`config.mk`:
```
export PLATFORM = sky130hd
export DESIGN_NAME = joypad_responder
export DESIGN_NICKNAME = d
export VERILOG_FILES = /design/src/rtl/joypad_responder_pkg.sv /design/src/rtl/joypad_responder_port.sv /design/src/rtl/joypad_responder.sv
export SDC_FILE = /design/constraint.sdc
export NUM_CORES = 1
export LEC_CHECK = 0
export ABC_AREA = 1
export BUFFER_PORTS_ARGS = -buffer_cell sky130_fd_sc_hd__buf_2
export CAP_MARGIN = 10
export CORE_MARGIN = 1.5
export CORE_UTILIZATION = 32
export CTS_CLUSTER_DIAMETER = 50
export DETAILED_ROUTE_END_ITERATION = 10
export GPL_TIMING_DRIVEN = 0
export REMOVE_ABC_BUFFERS = 1
export SLEW_MARGIN = 20
export SYNTH_ARGS = -nofsm -noshare
export SYNTH_HDL_FRONTEND = slang
export SYNTH_SLANG_ARGS = --single-unit
export TNS_END_PERCENT = 30
```
`constraint.sdc`:
```
create_clock -name clock -period 1.07 [get_ports clock]
set_input_delay 0.107 -clock clock [delete_from_list [all_inputs] [get_ports clock]]
set_output_delay 0.107 -clock clock [all_outputs]
set_load 0.005 [all_outputs]
```
`src/rtl/joypad_responder_pkg.sv`:
```
// Shared CPU-bus types for the controller responder: register addresses,
// the open-bus pattern and the NES button bit order.
package joypad_responder_pkg;

  localparam logic [15:0] JOY_ADDR1    = 16'h4016;
  localparam logic [15:0] JOY_ADDR2    = 16'h4017;
  localparam logic [7:0]  OPEN_BUS_JOY = 8'h40;

  typedef enum logic [2:0] {
    BTN_A      = 3'd0,
    BTN_B      = 3'd1,
    BTN_SELECT = 3'd2,
    BTN_START  = 3'd3,
    BTN_UP     = 3'd4,
    BTN_DOWN   = 3'd5,
    BTN_LEFT   = 3'd6,
    BTN_RIGHT  = 3'd7
  } btn_idx_e;

endpackage

```
`src/rtl/joypad_responder_port.sv`:
```
// One controller port: two-flop button synchronizer feeding an 8-bit
// parallel-load shift register that fills with 1s as it is read out.
module joypad_port
  import joypad_responder_pkg::*;
(
  input  logic       clock,
  input  logic       reset_n,
  input  logic       clock_en,
  input  logic [7:0] btn,
  input  logic       strobe,
  input  logic       shift_req,
  output logic       serial
);

  logic [7:0] sync1_q, sync1_d;
  logic [7:0] sync2_q, sync2_d;
  logic [7:0] shift_q, shift_d;

  always_comb begin
    // NOTE: every variable gets a default first so no path infers a latch.
    sync1_d = sync1_q;
    sync2_d = sync2_q;
    shift_d = shift_q;
    if (clock_en) begin
      sync1_d = btn;
      sync2_d = sync1_q;
      if (strobe) begin
        shift_d = sync2_q;
      end else if (shift_req) begin
        shift_d = {1'b1, shift_q[7:1]};
      end
    end
  end

  // NOTE: state registers use non-blocking assignments so all flops update together.
  always_ff @(posedge clock or negedge reset_n) begin
    if (!reset_n) begin
      sync1_q <= 8'h00;
      sync2_q <= 8'h00;
      shift_q <= 8'hFF;
    end else begin
      sync1_q <= sync1_d;
      sync2_q <= sync2_d;
      shift_q <= shift_d;
    end
  end

  // While strobed, the register is continuously reloading, so the live A button shows.
  assign serial = strobe ? sync2_q[BTN_A] : shift_q[0];

endmodule

```
`src/rtl/joypad_responder.sv`:
```
// CPU-bus responder for the NES controller registers at $4016/$4017:
// address decode, strobe register and the registered read port.
module joypad_responder
  import joypad_responder_pkg::*;
#(
  parameter logic [15:0] CTRL1_ADDR = JOY_ADDR1,
  parameter logic [15:0] CTRL2_ADDR = JOY_ADDR2,
  parameter logic [7:0]  OPEN_BUS   = OPEN_BUS_JOY
) (
  input  logic        clock,
  input  logic        reset_n,
  input  logic        clock_en,
  input  logic [15:0] addr,
  input  logic        r_en,
  input  logic        w_en,
  input  logic [7:0]  w_data,
  input  logic [7:0]  btn1,
  input  logic [7:0]  btn2,
  output logic [7:0]  r_data,
  output logic        r_hit
);

  logic       hit1, hit2;
  logic       serial1, serial2;
  logic       strobe_q, strobe_d;
  logic [7:0] r_data_q, r_data_d;
  logic       r_hit_q, r_hit_d;

  assign hit1 = (addr == CTRL1_ADDR);
  assign hit2 = (addr == CTRL2_ADDR);

  joypad_port u_port1 (
    .clock     (clock),
    .reset_n   (reset_n),
    .clock_en  (clock_en),
    .btn       (btn1),
    .strobe    (strobe_q),
    .shift_req (r_en && hit1),
    .serial    (serial1)
  );

  joypad_port u_port2 (
    .clock     (clock),
    .reset_n   (reset_n),
    .clock_en  (clock_en),
    .btn       (btn2),
    .strobe    (strobe_q),
    .shift_req (r_en && hit2),
    .serial    (serial2)
  );

  always_comb begin
    strobe_d = strobe_q;
    r_data_d = r_data_q;
    r_hit_d  = r_hit_q;
    if (clock_en) begin
      // A read in the same cycle wins; the write is dropped.
      if (w_en && !r_en && hit1) begin
        strobe_d = w_data[0];
      end
      r_hit_d = r_en && (hit1 || hit2);
      if (r_en && hit1) begin
        r_data_d = OPEN_BUS | {7'b0, serial1};
      end else if (r_en && hit2) begin
        r_data_d = OPEN_BUS | {7'b0, serial2};
      end
    end
  end

  always_ff @(posedge clock or negedge reset_n) begin
    if (!reset_n) begin
      strobe_q <= 1'b0;
      r_data_q <= 8'h00;
      r_hit_q  <= 1'b0;
    end else begin
      strobe_q <= strobe_d;
      r_data_q <= r_data_d;
      r_hit_q  <= r_hit_d;
    end
  end

  assign r_data = r_data_q;
  assign r_hit  = r_hit_q;

  rw_collision_a : assert property (@(posedge clock) disable iff (!reset_n)
    !(clock_en && r_en && w_en && (hit1 || hit2)))
    else $warning("joypad_responder: simultaneous read and write, write dropped");

endmodule

```
==> insert_results.sql <==
INSERT INTO impl_metrics (metric_group, metric, value, unit) VALUES
('drt', 'drc_violations_left', '0', ''),
('timing', 'unrepaired_setup_endpoints_after_global_routing', 'yes', ''),
('timing', 'achievable-frequency', '923', 'MHz'),
('clock_tree', 'cts.sink_count', '52', ''),
('cells_and_area', 'layout.nets', '386', ''),
('drt', 'wirelength', '4410', 'um'),
('critical_path', 'critPathTopFamily', 'flip-flops', ''),
('timing', 'final-setup-viol-count', '4', ''),
('status', 'violated_checks', 'setup timing', ''),
('grt', 'overflow', '0', ''),
('floorplan', 'num_io_pins', '54', ''),
('logic_synthesis', 'share_of_synthesized_area_occupied_by_flip_flops_and_latches', '0.543', ''),
('floorplan', 'die_height', '90.2', 'um'),
('cells_and_area', 'layout-area-overhead-vs-synth', '19.3', '%'),
('pwr', 'power.share.clock', '0.291', ''),
('logic_synthesis', 'synthesis.area_per_instance', '8.20', 'sq um'),
('pwr', 'report.power.total', '3.95', 'mW'),
('pwr', 'seq_power_share', '0.581', ''),
('grt', 'maximum_number_of_pins_on_one_net_before_global_route_repair', '53', ''),
('critical_path', 'r2r.worst_path.cells', '4', ''),
('timing', 'timing.final.max_slew_violations', '0', ''),
('placed_design', 'routabilityCongestion', '0.736', ''),
('timing', 'finalWorstSetupSlack', '-0.0132', 'ns'),
('critical_path', 'crit_path_end_kind', 'flop', ''),
('drt', 'number_of_vias_per_cell_after_detailed_routing', '4.27', ''),
('critical_path', 'cp-start-kind', 'flop', ''),
('floorplan', 'die_w', '90.2', 'um'),
('floorplan', 'dieArea', '0.00814', 'sq mm'),
('timing', 'post-route-min-period', '1.08', 'ns'),
('timing', 'final_min_period_over_clock_period', '1.01', ''),
('pwr', 'ir_drop', '596', 'uV'),
('placed_design', 'post-dp-hpwl', '2850', 'um'),
('cells_and_area', 'post_route_cells_drive_above_1_share', '0.240', ''),
('clock_tree', 'clock_insertion_delay_worst_skew', '0.31', 'ns'),
('critical_path', 'timing.critical_path.from', 'strobe_q$_DFFE_PN0P_', ''),
('critical_path', 'worstPathArrival', '1.32', 'ns'),
('floorplan', 'core.rowCount', '31', ''),
('timing', 'hold-worst-slack', '0.00561', 'ns'),
('placed_design', 'count_of_input_and_output_buffers', '40', ''),
('drt', 'drt_iter0_drc', '76', ''),
('pwr', 'p_comb_frac', '0.128', ''),
('clock_tree', 'cts.root.buffer_cell', 'sky130_fd_sc_hd__clkbuf_8', ''),
('logic_synthesis', 'ys_types', '25', ''),
('critical_path', 'worstSetupPathDepth', '4', ''),
('grt', 'grt_antenna_before_repair', '0', ''),
('pwr', 'power.static_leakage', '1.43', 'nW'),
('critical_path', 'reg2reg_from', 'strobe_q$_DFFE_PN0P_', ''),
('grt', 'grt_pass1_wl', '7790', 'um'),
('critical_path', 'slowest_stage_cell_on_the_critical_path', 'sky130_fd_sc_hd__dfrtp_2', ''),
('logic_synthesis', 'post_synth_inst_count', '297', ''),
('logic_synthesis', 'ys_warn_count', '0', ''),
('critical_path', 'critPathBufInv', '1', ''),
('critical_path', 'cp_slowest_stage_delay', '0.51', 'ns'),
('pwr', 'power_switching', '991', 'uW'),
('status', 'run_status', 'finished with violations', ''),
('drt', 'via_count', '1882', ''),
('clock_tree', 'clock_path_buffers', '2', ''),
('drt', 'antenna_violating_nets_post_route', '0', ''),
('timing', 'setup_tns', '-0.0433', 'ns'),
('timing', 'worst-slew-pin-transition', '0.640', 'ns'),
('logic_synthesis', 'ys_seq_elements', '52', ''),
('cells_and_area', 'n_diodes', '0', ''),
('logic_synthesis', 'synthesized_cell_area', '0.00243', 'sq mm'),
('grt', 'globalRouteTotalUtil', '0.117', ''),
('pwr', 'p_sw_frac', '0.251', ''),
('timing', 'finalClockSkew', '0.0102', 'ns'),
('clock_tree', 'numCtsBuffers', '5', ''),
('drt', 'detailedRoute.firstPassIterationCount', '5', ''),
('floorplan', 'initial_util', '0.334', ''),
('pwr', 'p_per_area', '1360', 'mW/mm^2'),
('pwr', 'cell_internal_pwr', '2.96', 'mW');
## worst reg2reg max path, delay by kind of cell, from the launching register on
family	cells	cell delay, ns
AND/OR/NAND/NOR	1	0.08
buffers and inverters	1	0.21
AO/OA/AOI/OAI	2	0.23
flip-flops	1	0.51
## stage by stage
stage,cell area [sq um],utilization,worst slack (ns),cells
floorplan,2340,-,-0.134,284
global placement,2670,0.365,-0.935,423
detailed placement,2670,0.366,-0.944,423
CTS,2880,0.395,-0.0132,441
global route,2910,0.398,-0.114,441
finish,2910,0.398,-0.0132,441
## cells by family after synthesis
logic type             Yosys count  synth area share
AND/OR/NAND/NOR                137             0.242
buffers and inverters           59             0.109
flip-flops                      52             0.543
AO/OA/AOI/OAI                   48             0.105
other                            1           0.00154
## synth_stat cells
cell type	instances	share of area
sky130_fd_sc_hd__clkbuf_1	4	0.0062
sky130_fd_sc_hd__nand2_2	3	0.0077
sky130_fd_sc_hd__nand4_2	1	0.0051
sky130_fd_sc_hd__o21ai_2	2	0.0072
sky130_fd_sc_hd__o21ai_1	1	0.0021
sky130_fd_sc_hd__conb_1	1	0.0015
sky130_fd_sc_hd__dfstp_2	16	0.17
sky130_fd_sc_hd__o21a_1	1	0.0031
sky130_fd_sc_hd__nand3_1	20	0.041
sky130_fd_sc_hd__nand2_4	1	0.0046
sky130_fd_sc_hd__buf_2	6	0.012
sky130_fd_sc_hd__nand2_1	96	0.15
sky130_fd_sc_hd__dfrtp_1	36	0.37
sky130_fd_sc_hd__o21ai_0	42	0.086
sky130_fd_sc_hd__inv_1	39	0.060
sky130_fd_sc_hd__nor2_4	1	0.0046
sky130_fd_sc_hd__buf_4	7	0.022
sky130_fd_sc_hd__a21boi_0	1	0.0031
sky130_fd_sc_hd__inv_2	2	0.0031
sky130_fd_sc_hd__nor3_2	1	0.0041
sky130_fd_sc_hd__nor3_1	1	0.0021
sky130_fd_sc_hd__nor2_2	4	0.010
sky130_fd_sc_hd__buf_8	1	0.0062
sky130_fd_sc_hd__nor2_1	9	0.014
sky130_fd_sc_hd__o211ai_1	1	0.0031
## power by group through the flow
stage	Clock, mW	Sequential [mW]	Combinational, mW
finish	1.15	2.29	0.505
global route	1.27	2.32	0.598
CTS	1.21	2.30	0.510
detailed placement	0	2.33	0.477
global placement	0	2.32	0.461
floorplan	0	2.31	0.285
## cell type report
type	instances	area, sq um
tap	99	124
clock buffer	8	90.1
timing repair buffer	50	315
inverter	41	164
fill	770	4390
sequential	52	1320
multi-input combinational	191	890
## registers in the layout (all words and copies together), names as in the netlist
register,flops
u_port1.shift_q,8
u_port1.sync1_q,8
u_port1.sync2_q,8
u_port2.shift_q,8
u_port2.sync1_q,8
u_port2.sync2_q,8
r_data,2
r_hit,1
strobe_q,1
## routing by layer
layer	track usage	vias to the layer above	wire (um)
li1	-	992	-
met1	0.151	839	2140
met2	0.193	46	2000
met3	0.0305	5	234
met4	0.0317	0	34
met5	0	-	0
## timing repair
item	in CTS	in global routing
endpoints found under the setup margin	36	18
buffers inserted	1	0
pin swaps	1	0
hold endpoints to repair	44	0
hold buffers	9	0
resized for setup	11	8
## path summary, 6_finish.rpt
| check | end | slack, ns |
|---|---|---|
| max | u_port2.shift_q[5]$_DFFE_PN1P_ | -0.01 |
| min | u_port2.sync1_q[2]$_DFFE_PN0P_ | 0.006 |
| max reg2reg | u_port2.shift_q[5]$_DFFE_PN1P_ | -0.01 |
| min reg2reg | u_port1.sync1_q[6]$_DFFE_PN0P_ | 0.48 |
| max in group asynchronous | strobe_q$_DFFE_PN0P_ | 0.25 |
| min in group asynchronous | r_data[6]$_DFFE_PN0P_ | 0.37 |
Power figures use the tool's default switching activity.
